### config.mk
export PLATFORM = sky130hd
export DESIGN_NAME = mem_access_ctrl
export DESIGN_NICKNAME = d
export VERILOG_FILES = /design/src/rtl/mem_access_ctrl.sv
export SDC_FILE = /design/constraint.sdc
export NUM_CORES = 1
export LEC_CHECK = 0
export CORE_MARGIN = 2
export CORE_UTILIZATION = 25
export CTS_BUF_LIST = sky130_fd_sc_hd__clkbuf_8 sky130_fd_sc_hd__clkbuf_16
export CTS_CLUSTER_SIZE = 28
export DETAILED_ROUTE_END_ITERATION = 10
export GPL_TIMING_DRIVEN = 1
export PLACE_DENSITY = 0.63
export SYNTH_ARGS = -nofsm -noshare
export SYNTH_HDL_FRONTEND = slang
export SYNTH_SLANG_ARGS = --single-unit
### constraint.sdc
create_clock -name clk -period 4 [get_ports clk]
set_clock_uncertainty 0.1 [all_clocks]
set_input_delay 0.6 -clock clk [delete_from_list [all_inputs] [get_ports clk]]
set_output_delay 0.6 -clock clk [all_outputs]
set_load 0.02 [all_outputs]
### src/rtl/mem_access_ctrl.sv
// mem_access_ctrl: sequences MEM-stage loads/stores onto a req/ack data-memory port (optional bus timeout via MEM_ACCESS_TIMEOUT_EN)
module mem_access_ctrl #(
    parameter int unsigned TIMEOUT_CYCLES = 255
) (
    input  logic        clk,
    input  logic        reset,
    input  logic        op_valid,
    input  logic        op_load,
    input  logic [1:0]  op_size,
    input  logic        op_unsigned,
    input  logic [31:0] op_addr,
    input  logic [31:0] op_wdata,
    output logic        stall,
    output logic        done,
    output logic        adel,
    output logic        ades,
    output logic [31:0] rdata_aligned,
    output logic [2:0]  bhext_op,
    output logic        bus_err,
    output logic        mem_req,
    output logic        mem_we,
    output logic [31:0] mem_addr,
    output logic [3:0]  mem_be,
    output logic [31:0] mem_wdata,
    input  logic        mem_ack,
    input  logic [31:0] mem_rdata
);
    typedef enum logic [1:0] {IDLE, BUSY, DONE} state_t;
    state_t state, state_next;
    logic        misaligned, accept, timeout;
    logic        ld_load, ld_unsigned;
    logic [1:0]  ld_size, ld_lane;
    logic [3:0]  be_calc;
    logic [31:0] wdata_calc, rdata_shift;
    logic [2:0]  ext_calc;

    assign misaligned  = op_size[1] ? (op_addr[1:0] != 2'b00) : (op_size[0] & op_addr[0]);
    assign accept      = !reset && state == IDLE && op_valid && !misaligned;
    assign be_calc     = op_size[1] ? 4'b1111 : op_size[0] ? (4'b0011 << {op_addr[1], 1'b0}) : (4'b0001 << op_addr[1:0]);
    assign wdata_calc  = op_size[1] ? op_wdata : op_size[0] ? {2{op_wdata[15:0]}} : {4{op_wdata[7:0]}};
    assign rdata_shift = ld_size[1] ? mem_rdata : ld_size[0] ? (mem_rdata >> {ld_lane[1], 4'b0000}) : (mem_rdata >> {ld_lane, 3'b000});
    assign ext_calc    = ld_size[1] ? 3'b000 : ld_size[0] ? (ld_unsigned ? 3'b100 : 3'b011) : (ld_unsigned ? 3'b010 : 3'b001);

`ifdef MEM_ACCESS_TIMEOUT_EN
    logic [15:0] cnt;
    logic        timed_out;
    assign timeout = state == BUSY && !mem_ack && cnt == 16'(TIMEOUT_CYCLES - 1);
    assign bus_err = state == DONE && timed_out;
    // count unacknowledged BUSY cycles and remember whether DONE was reached by abort
    always_ff @(posedge clk) begin
        if (reset) begin
            cnt       <= '0;
            timed_out <= 1'b0;
        end else begin
            cnt       <= accept ? '0 : (state == BUSY && !mem_ack) ? cnt + 16'd1 : cnt;
            timed_out <= timeout;
        end
    end
`else
    logic unused_cfg;
    assign unused_cfg = ^TIMEOUT_CYCLES;
    assign timeout    = 1'b0;
    assign bus_err    = 1'b0;
`endif

    // state register
    always_ff @(posedge clk) begin
        state <= reset ? IDLE : state_next;
    end

    // next state: accept an aligned op, wait for ack (or abort), then one DONE cycle
    always_comb begin
        state_next = (state == IDLE) ? (accept ? BUSY : IDLE) :
                     (state == BUSY) ? ((mem_ack || timeout) ? DONE : BUSY) : IDLE;
    end

    // handshake and pipeline-control outputs decoded from state
    always_comb begin
        stall   = !reset && (state == BUSY || (state == IDLE && op_valid && !misaligned));
        done    = state == DONE;
        mem_req = state == BUSY;
        adel    = !reset && state == IDLE && op_valid && misaligned && op_load;
        ades    = !reset && state == IDLE && op_valid && misaligned && !op_load;
    end

    // latch the op into the bus registers on accept; capture load result on ack
    always_ff @(posedge clk) begin
        if (reset) begin
            ld_load       <= 1'b0;
            ld_unsigned   <= 1'b0;
            ld_size       <= '0;
            ld_lane       <= '0;
            mem_we        <= 1'b0;
            mem_addr      <= '0;
            mem_be        <= '0;
            mem_wdata     <= '0;
            rdata_aligned <= '0;
            bhext_op      <= '0;
        end else begin
            if (accept) begin
                ld_load     <= op_load;
                ld_unsigned <= op_unsigned;
                ld_size     <= op_size;
                ld_lane     <= op_addr[1:0];
                mem_we      <= !op_load;
                mem_addr    <= {op_addr[31:2], 2'b00};
                mem_be      <= be_calc;
                mem_wdata   <= wdata_calc;
            end
            if (state == BUSY && mem_ack && ld_load) begin
                rdata_aligned <= rdata_shift;
                bhext_op      <= ext_calc;
            end else if (timeout && ld_load) begin
                rdata_aligned <= '0;
                bhext_op      <= '0;
            end
        end
    end
endmodule

==> impl_metrics.tcl, run 1 <==
set metrics [dict create \
    crit_type "input port to output port" \
    design.core.area_mm2 0.0188 \
    clk_pin_slew_ns 0.07 \
    powerDensity_mw_per_mm2 322 \
    start_util 0.257 \
    rsz0062_at_grt "false" \
    grt_pass1_wl_mm 24.8 \
    grt_util_all_layers 0.156 \
    ys.flop_type "dfxtp_1" \
    tns_ns 0 \
    place_area_mm2 0.00709 \
    yosys-top-cells-area "dfxtp_1 45%, nand2_1 11%, a21oi_1 6.7%" \
    grt_start_max_net_pins 64 \
    die_w_um 143 \
    whs_endpoint "mem_addr[29]" \
    die-area_mm2 0.0205 \
    synth-edff-count 0 \
    synth-seq-area-share 0.455 \
    dpl.hpwl_mm 11.6 \
    avgRoutedWirePerCell_um 15.7 \
    antenna_found_initial 0 \
    cts_setup_buffers 0 \
    place.gp.congestion 0.826 \
    p_leak_nw 2.49 \
    hold_depth 2 \
    synth_area_per_cell_um2 8.07 \
    antenna_cells 0 \
    fin_nets 882 \
    cp.required_ns 3.30 \
    fin_crit_sh 0.804 \
    yosys.area.top_type "dfxtp_1" \
    rows 50 \
    dieHeight_um 143 \
    cts_tree "done" \
    grt_pass1_vias 4468 \
    post-place-ws_ns 0.798 \
    clkLatencyLatePin_ns 0.35 \
    totalWireLength_mm 16.3 \
    cts_buffers 9 \
    maxCapViolCount 0 \
    reg2reg_from "ld_size[0]" \
    synth_top_area_share 0.455 \
    power_mw 2.36 \
    port_buffers 210 \
    netlist_instances 600 \
    use_met1 0.206 \
    layout.cells.non_filler 1040 \
    place_inst 1026 \
    final_util 0.390 \
    viasPerCell 4.67 \
    drive_above_1_share 0.0487 \
    setup_ws_ns 0.782 \
    r2r_end "rdata_aligned[7]" \
    slowest_delay_ns 0.66 \
    ys_ff_latch 110 \
    drt-initial-drc-count 233 \
    hold_viol_final 0 \
    outcome "finished, final reports clean" \
    rr_worst_depth 5 \
    period_minus_slack_ns 3.22 \
    relSlewSlack 0.369 \
    cts-resized-gates 0 \
    cpMaxStageDelayCell "clkdlybuf4s50_1" \
    areaGrowthSynthToFinish_pct 51.6 \
    clkSinkCount 110 \
    worstPathCellList "clkdlybuf4s50_1 -> or4b_4 -> nor4_1 -> clkdlybuf4s50_1" \
    cpMostUsedCell "clkdlybuf4s50_1" \
    worst_hold_path_type "register to register" \
    ctsHoldBuffers 0 \
    ys_warn_count 0 \
    synthArstFlopShare 0 \
    drv_slew 0 \
    drc_errors 0 \
    final_area_mm2 0.00734 \
    crit_arrival_ns 2.52 \
    ioPinCount 214 \
    min_from "mem_addr[29]" \
    htreeDepth 3 \
    syn-cell-area_mm2 0.00484 \
    ir_worst_vdd_v 0.000186 \
    max_freq_mhz 311 \
    worst_pin_slew_ns 0.945 \
    reg2reg_slack_ns 1.44 \
    cts_buffer_depth 2 \
    use_met2 0.238 \
    critPathLaunchType "input port" \
    ant_nets 0 \
    top_usage_layer "met2" \
    cts-root-buf "clkbuf_16" \
    first_pass_iters 4 \
    vias 4852 \
    whs_ns 0.353 \
    grt.overflow.total 0 \
    setup_viol 0 \
    critPathMaxFanout 3 \
    netlist-cell-type-count 41 \
    use_met3 0.0453 \
    cp-end-kind "output port" \
]
[synth_stat cells, types with 4 or more instances]
cell type / number
nand2_1: 143
nand2b_1: 11
a31o_2: 8
a31oi_1: 24
nor2_1: 44
clkbuf_1: 24
a2bb2oi_1: 8
buf_2: 14
a21oi_1: 65
a2111oi_1: 8
nor4bb_1: 8
nor3_1: 26
mux2i_1: 9
inv_1: 4
a211oi_1: 18
a221oi_1: 8
buf_4: 14
a22o_1: 8
nand3_1: 8
nor2b_1: 11
dfxtp_1: 110
[flip-flops by register name, summed over array words and instances, names as in the netlist]
signal,flops
mem_wdata,32
rdata_aligned,32
mem_addr,30
mem_be,4
bhext_op,3
ld_lane,2
ld_size,2
state,2
ld_load,1
ld_unsigned,1
mem_we,1
[how the worst max path moves through the flow]
stage | slack (ns) | from | cells past startpoint | end
after floorplan | 1.48 | reset | 2 | adel
after global placement | 0.80 | op_valid | 4 | ades
after detailed placement | 0.80 | op_valid | 4 | ades
after CTS | 0.78 | op_valid | 4 | ades
after global routing | 0.69 | op_valid | 4 | adel
final | 0.78 | op_valid | 4 | ades
[power breakdown]
part	switching, mW	internal [mW]	total [mW]
combinational	0.193	0.201	0.394
sequential	0.0210	1.13	1.15
clock	0.410	0.413	0.823
total	0.624	1.74	2.36
[worst max-delay path: cells and delay by family]
| kind | cells | cell delay (ns) |
|---|---|---|
| buffers and inverters | 2 | 1.13 |
| AND/OR/NAND/NOR | 2 | 0.79 |
[layout by cell type, fill, tap and decap left out, drive strengths merged]
cell type,instances
clkdlybuf4s50,209
nand2,143
dfxtp,110
a21oi,66
nor2,45
nor3,26
a31oi,24
a211oi,18
nand2b,11
nor2b,11
buf,10
mux2i,9
clkbuf,9
nand3,8
a22o,8
a221oi,8
nor4bb,8
a2bb2oi,8
a31o,8
a2111oi,8
inv,5
o21ai,4
clkinv,4
conb,3
nor3b,3
nor4,2
and3,2
a311oi,2
and2b,1
nor4b,1
or4b,1
o21a,1
nand4b,1
a21o,1
ha,1
clkinvlp,1
[layout make-up]
type | count | area (µm²)
sequential | 110 | 2200
fill | 1918 | 11500
clock buffer | 9 | 225
multi-input combinational | 432 | 2360
clock inverter | 5 | 30.0
tap | 260 | 325
inverter | 5 | 18.8
timing repair buffer | 219 | 2180
[cells by family after synthesis]
group,share of synthesized area
mux,0.0186
flops,0.455
fa+ha+maj,0.00258
other cells,0.000774
simple gates,0.247
compound gates,0.216
buf+inv,0.0612
[metal layers]
layer	vias to the layer above	wire (µm)
met5	-	0
met4	0	352
met3	19	1240
met1	2235	7350
li1	2445	-
met2	153	7400
(Power assumes the default switching activity.)
==> inputs of run 2 (changes only) <==
- PLACE_DENSITY: 0.63 -> 0.65
- clock period: 4 -> 2.8 ns (I/O delays scaled with it)
==> run 2 against run 1 <==
  * Non-clock buffer count grew 14
  * Combinational power grew 51%
  * Via count grew 2.3%
  * Routed wire length grew 4.1%
  * Core utilization grew 1.1 points
  * First-iteration DRC count shrank 19%
  * Flip-flop and latch count is the same
  * Global-route usage grew 0.73 points
  * Final cell count grew 1.5%
  * Register-to-register slack lost 0.77 ns
  * Sequential share of layout area shrank 0.80 points
  * Clock power grew 64%
  * Critical endpoint is now stall
==> impl_metrics.tcl, run 2 (synthesized netlist as in run 1, its figures left out) <==
set metrics [dict create \
    outcome "finished, final reports clean" \
    avgRoutedWirePerCell_um 16.1 \
    grt_start_max_net_pins 85 \
    whs_ns 0.354 \
    grt_util_all_layers 0.163 \
    final_cell_mix "207 x clkdlybuf4s50_1, 143 x nand2_1, 110 x dfxtp_1" \
    cts_tree "done" \
    rr_worst_depth 4 \
    die_w_um 143 \
    final_util 0.400 \
    cp-end-kind "output port" \
    drv_slew 0 \
    crit_arrival_ns 2.12 \
    ioPinCount 214 \
    hold_depth 2 \
    setup_viol 0 \
    clkLatencyLatePin_ns 0.35 \
    grt_pass1_wl_mm 26.2 \
    htreeDepth 3 \
    cts_buffer_depth 2 \
    antenna_cells 0 \
    drt-initial-drc-count 189 \
    rsz0062_at_grt "false" \
    cts_buffers 9 \
    ir_worst_vdd_v 0.000376 \
    start_util 0.257 \
    antenna_found_initial 0 \
    place_inst 1040 \
    reg.largest.list "mem_wdata: 32 flops, rdata_aligned: 32 flops, mem_addr: 30 flops" \
    place.gp.congestion 0.834 \
    totalWireLength_mm 17.0 \
    grt.overflow.total 0 \
    final_common_cell "clkdlybuf4s50_1" \
    worst_pin_slew_ns 0.933 \
    r2r_end "rdata_aligned[7]" \
    rows 50 \
    drive_above_1_share 0.0691 \
    first_pass_iters 5 \
    min_from "mem_addr[10]" \
    reg2reg_from "ld_lane[0]" \
    p_leak_nw 2.60 \
    hold_viol_final 0 \
    worst_hold_path_type "register to register" \
    whs_endpoint "mem_addr[10]" \
    layout.cells.non_filler 1056 \
    viasPerCell 4.70 \
    fin_crit_sh 0.942 \
    crit_type "register to output port" \
    critPathMaxFanout 4 \
    port_buffers 210 \
    critPathLaunchType "register" \
    cp.required_ns 2.28 \
    powerDensity_mw_per_mm2 475 \
    dpl.hpwl_mm 12.1 \
    max_freq_mhz 379 \
    design.core.area_mm2 0.0188 \
    cts-root-buf "clkbuf_16" \
    period_minus_slack_ns 2.64 \
    clk_pin_slew_ns 0.08 \
    drc_errors 0 \
    dieHeight_um 143 \
    maxCapViolCount 0 \
    relSlewSlack 0.378 \
    clkSinkCount 110 \
    areaGrowthSynthToFinish_pct 55.7 \
    ant_nets 0 \
    vias 4964 \
    die-area_mm2 0.0205 \
    ctsHoldBuffers 0 \
    reg2reg_slack_ns 0.67 \
    fin_nets 896 \
    grt_pass1_vias 4628 \
]
[run 2: cell types whose count changed in the layout (fill, tap and decap cells not counted), sizes merged]
cell	delta
clkdlybuf4s50	-2
dlygate4sd2	+2
buf	+14
bufinv	+1
clkinv	-2
inv	+3
[run 2: through the flow]
step | power (mW) | cell area [µm²] | setup slack [ns] | TNS, ns
final | 3.58 | 7540 | 0.163 | 0
after global routing | 3.76 | 7540 | 0.0547 | 0
after CTS | 3.64 | 7540 | 0.146 | 0
after detailed placement | 2.27 | 7240 | -0.0446 | -0.0804
after global placement | 2.26 | 7240 | -0.0251 | -0.0251
after floorplan | 1.93 | 4850 | 0.641 | 0
[run 2: worst max path at each step]
stage / start / to / slack [ns] / depth (start not counted)
floorplan: reset / adel / 0.64 / 2
global placement: op_valid / adel / -0.03 / 4
detailed placement: op_valid / ades / -0.04 / 4
CTS: state[1] / stall / 0.15 / 5
global route: state[1] / stall / 0.05 / 5
finish: state[1] / stall / 0.16 / 5
[run 2: critical path, stage by stage (launching register included)]
cell             delay [ns]
dfxtp_1                0.34
buf_4                  0.16
nor4b_2                0.46
o21ai_4                0.13
nand2_1                0.08
clkdlybuf4s50_1        0.60
[run 2: cell type report]
| class | count | area (µm²) |
|---|---|---|
| inverter | 5 | 18.8 |
| timing repair buffer | 233 | 2330 |
| multi-input combinational | 432 | 2360 |
| clock buffer | 9 | 225 |
| clock inverter | 7 | 77.6 |
| fill | 1880 | 11300 |
| tap | 260 | 325 |
| sequential | 110 | 2200 |
[run 2: where the power goes]
part | switching (mW) | internal, mW | leakage [nW] | total [mW]
Sequential | 0.0254 | 1.61 | 0.891 | 1.63
Combinational | 0.290 | 0.303 | 1.56 | 0.593
Clock | 0.647 | 0.707 | 0.147 | 1.35
Total | 0.962 | 2.62 | 2.60 | 3.58
[run 2: repair_timing]
item                                    in CTS  in global routing
endpoints found under the setup margin       2                  0
gates resized for setup                      2                  0
buffers inserted                             0                  0
[run 2: metal layers]
metal  up-vias  wire (µm)  GRT usage
li1       2477          -          -
met1      2300       7570      0.208
met2       170       7910      0.264
met3        17       1210     0.0520
met4         0        328     0.0469
met5         -          0          0
==> inputs of run 3 (changes only) <==
--- a/constraint.sdc
+++ b/constraint.sdc
@@ -4,2 +4,2 @@
 set_output_delay 0.42 -clock clk [all_outputs]
-set_load 0.02 [all_outputs]
+set_load 0.05 [all_outputs]
==> run 3 against run 2 <==
  * Sequential power about the same
  * Fmax rose by 1.7%
  * Combinational power is 16% higher
  * Total power down 0.20%
  * Core utilization shrank 0.29 points
  * Worst setup slack better by 0.043 ns
  * Die area unchanged
  * Critical path type is now input port to output port
  * Largest power group unchanged
==> impl_metrics.tcl, run 3 (synthesized netlist as in run 1, its figures left out) <==
set metrics [dict create \
    outcome "finished, final reports clean" \
    cpLargestDelayFamily "simple AND/OR/NAND/NOR gates" \
    ant_nets 0 \
    drc_errors 0 \
    dieHeight_um 143 \
    start_util 0.257 \
    dpl.hpwl_mm 11.8 \
    worst_hold_path_type "input port to register" \
    cp-end-kind "output port" \
    final_common_cell "clkdlybuf4s50_1" \
    avgRoutedWirePerCell_um 15.5 \
    critPathMaxFanout 3 \
    clkSinkCount 110 \
    grt.overflow.total 0 \
    grt_pass1_wl_mm 25.6 \
    design.core.area_mm2 0.0188 \
    cts-root-buf "clkbuf_16" \
    path_buf_inv 2 \
    place_inst 1036 \
    period_minus_slack_ns 2.59 \
    relSlewSlack 0.540 \
    final_area_mm2 0.00749 \
    first_pass_iters 4 \
    cpMaxStageDelayCell "or4b_4" \
    fin_crit_sh 0.926 \
    crit_type "input port to output port" \
    drv_slew 0 \
    clk_pin_slew_ns 0.07 \
    top_usage_layer "met2" \
    hold_viol_final 0 \
    worst_pin_slew_ns 0.691 \
    cp.required_ns 2.28 \
    cts_tree "done" \
    use_met1 0.208 \
    antenna_found_initial 0 \
    port_buffers 210 \
    layout.cells.non_filler 1052 \
    grt_util_all_layers 0.159 \
    clkLatencyLatePin_ns 0.35 \
    drt-initial-drc-count 200 \
    final_util 0.398 \
    rows 50 \
    cts_buffers 9 \
    drive_above_1_share 0.0682 \
    rsz0062_at_grt "false" \
    die-area_mm2 0.0205 \
    worstPathCellList "clkdlybuf4s50_1 -> or4b_4 -> nor4_1 -> buf_12" \
    critPathLaunchType "input port" \
    antenna_cells 0 \
    viasPerCell 4.66 \
    place_area_mm2 0.00720 \
    totalWireLength_mm 16.3 \
    tns_ns 0 \
    slowest_delay_ns 0.49 \
    htreeDepth 3 \
    powerDensity_mw_per_mm2 478 \
    whs_ns 0.325 \
    final_cell_mix "206 x clkdlybuf4s50_1, 143 x nand2_1, 110 x dfxtp_1" \
    vias 4900 \
    setup_ws_ns 0.206 \
    use_met3 0.0483 \
    cts-resized-gates 0 \
    fin_nets 892 \
    crit_arrival_ns 2.07 \
    cts_buffer_depth 2 \
    ir_worst_vdd_v 0.000260 \
    setup_viol 0 \
    reg.largest.list "mem_wdata: 32 flops, rdata_aligned: 32 flops, mem_addr: 30 flops" \
    max_freq_mhz 386 \
    areaGrowthSynthToFinish_pct 54.6 \
    cts_setup_buffers 0 \
    post-place-ws_ns 0.212 \
    use_met2 0.252 \
    power_mw 3.58 \
    grt_start_max_net_pins 62 \
    p_leak_nw 2.57 \
    maxCapViolCount 0 \
    ioPinCount 214 \
    die_w_um 143 \
    ctsHoldBuffers 0 \
    place.gp.congestion 0.818 \
    grt_pass1_vias 4643 \
]
## run 3: changes by cell type in the layout (fill, tap and decap cells not counted)
| cell | previous run | this run |
|---|---|---|
| buf_4 | 19 | 18 |
| clkdlybuf4s50_1 | 207 | 206 |
| inv_6 | 4 | 2 |
| clkbuf_8 | 0 | 1 |
| clkinv_2 | 1 | 2 |
| bufinv_16 | 1 | 0 |
| dlygate4sd2_1 | 2 | 0 |
| clkinv_4 | 0 | 1 |
## run 3: worst reg2reg max path, stage by stage, from the launching register on
cell	delay [ns]
dfxtp_1	0.66
nand2b_1	0.24
buf_4	0.33
nand2_1	0.10
a31o_2	0.25
a2111oi_1	0.40
## run 3: metal layers
metal	share of wire	wire length (µm)	up-vias
li1	-	-	2465
met1	0.45	7360	2239
met2	0.46	7470	176
met3	0.070	1150	20
met4	0.021	350	0
met5	0	0	-
## run 3: where the power goes
group / switching, mW / internal (mW)
registers: 0.0288 / 1.61
logic: 0.392 / 0.296
clock network: 0.615 / 0.634
## run 3: worst paths after layout
kind | start | endpoint | slack, ns | cells past startpoint
hold reg to reg | rdata_aligned[29] | rdata_aligned[29] | 0.35 | 2
setup reg to reg | ld_size[0] | rdata_aligned[2] | 0.61 | 5
setup / recovery | op_valid | adel | 0.21 | 4
hold / removal | reset | state[1] | 0.32 | 3
## run 3: area by class of cell
type                       count  area [µm²]
fill                        1900       11300
multi-input combinational    432        2360
timing repair buffer         229        2300
sequential                   110        2200
tap                          260         325
clock buffer                  10         239
clock inverter                 6        43.8
inverter                       5        18.8
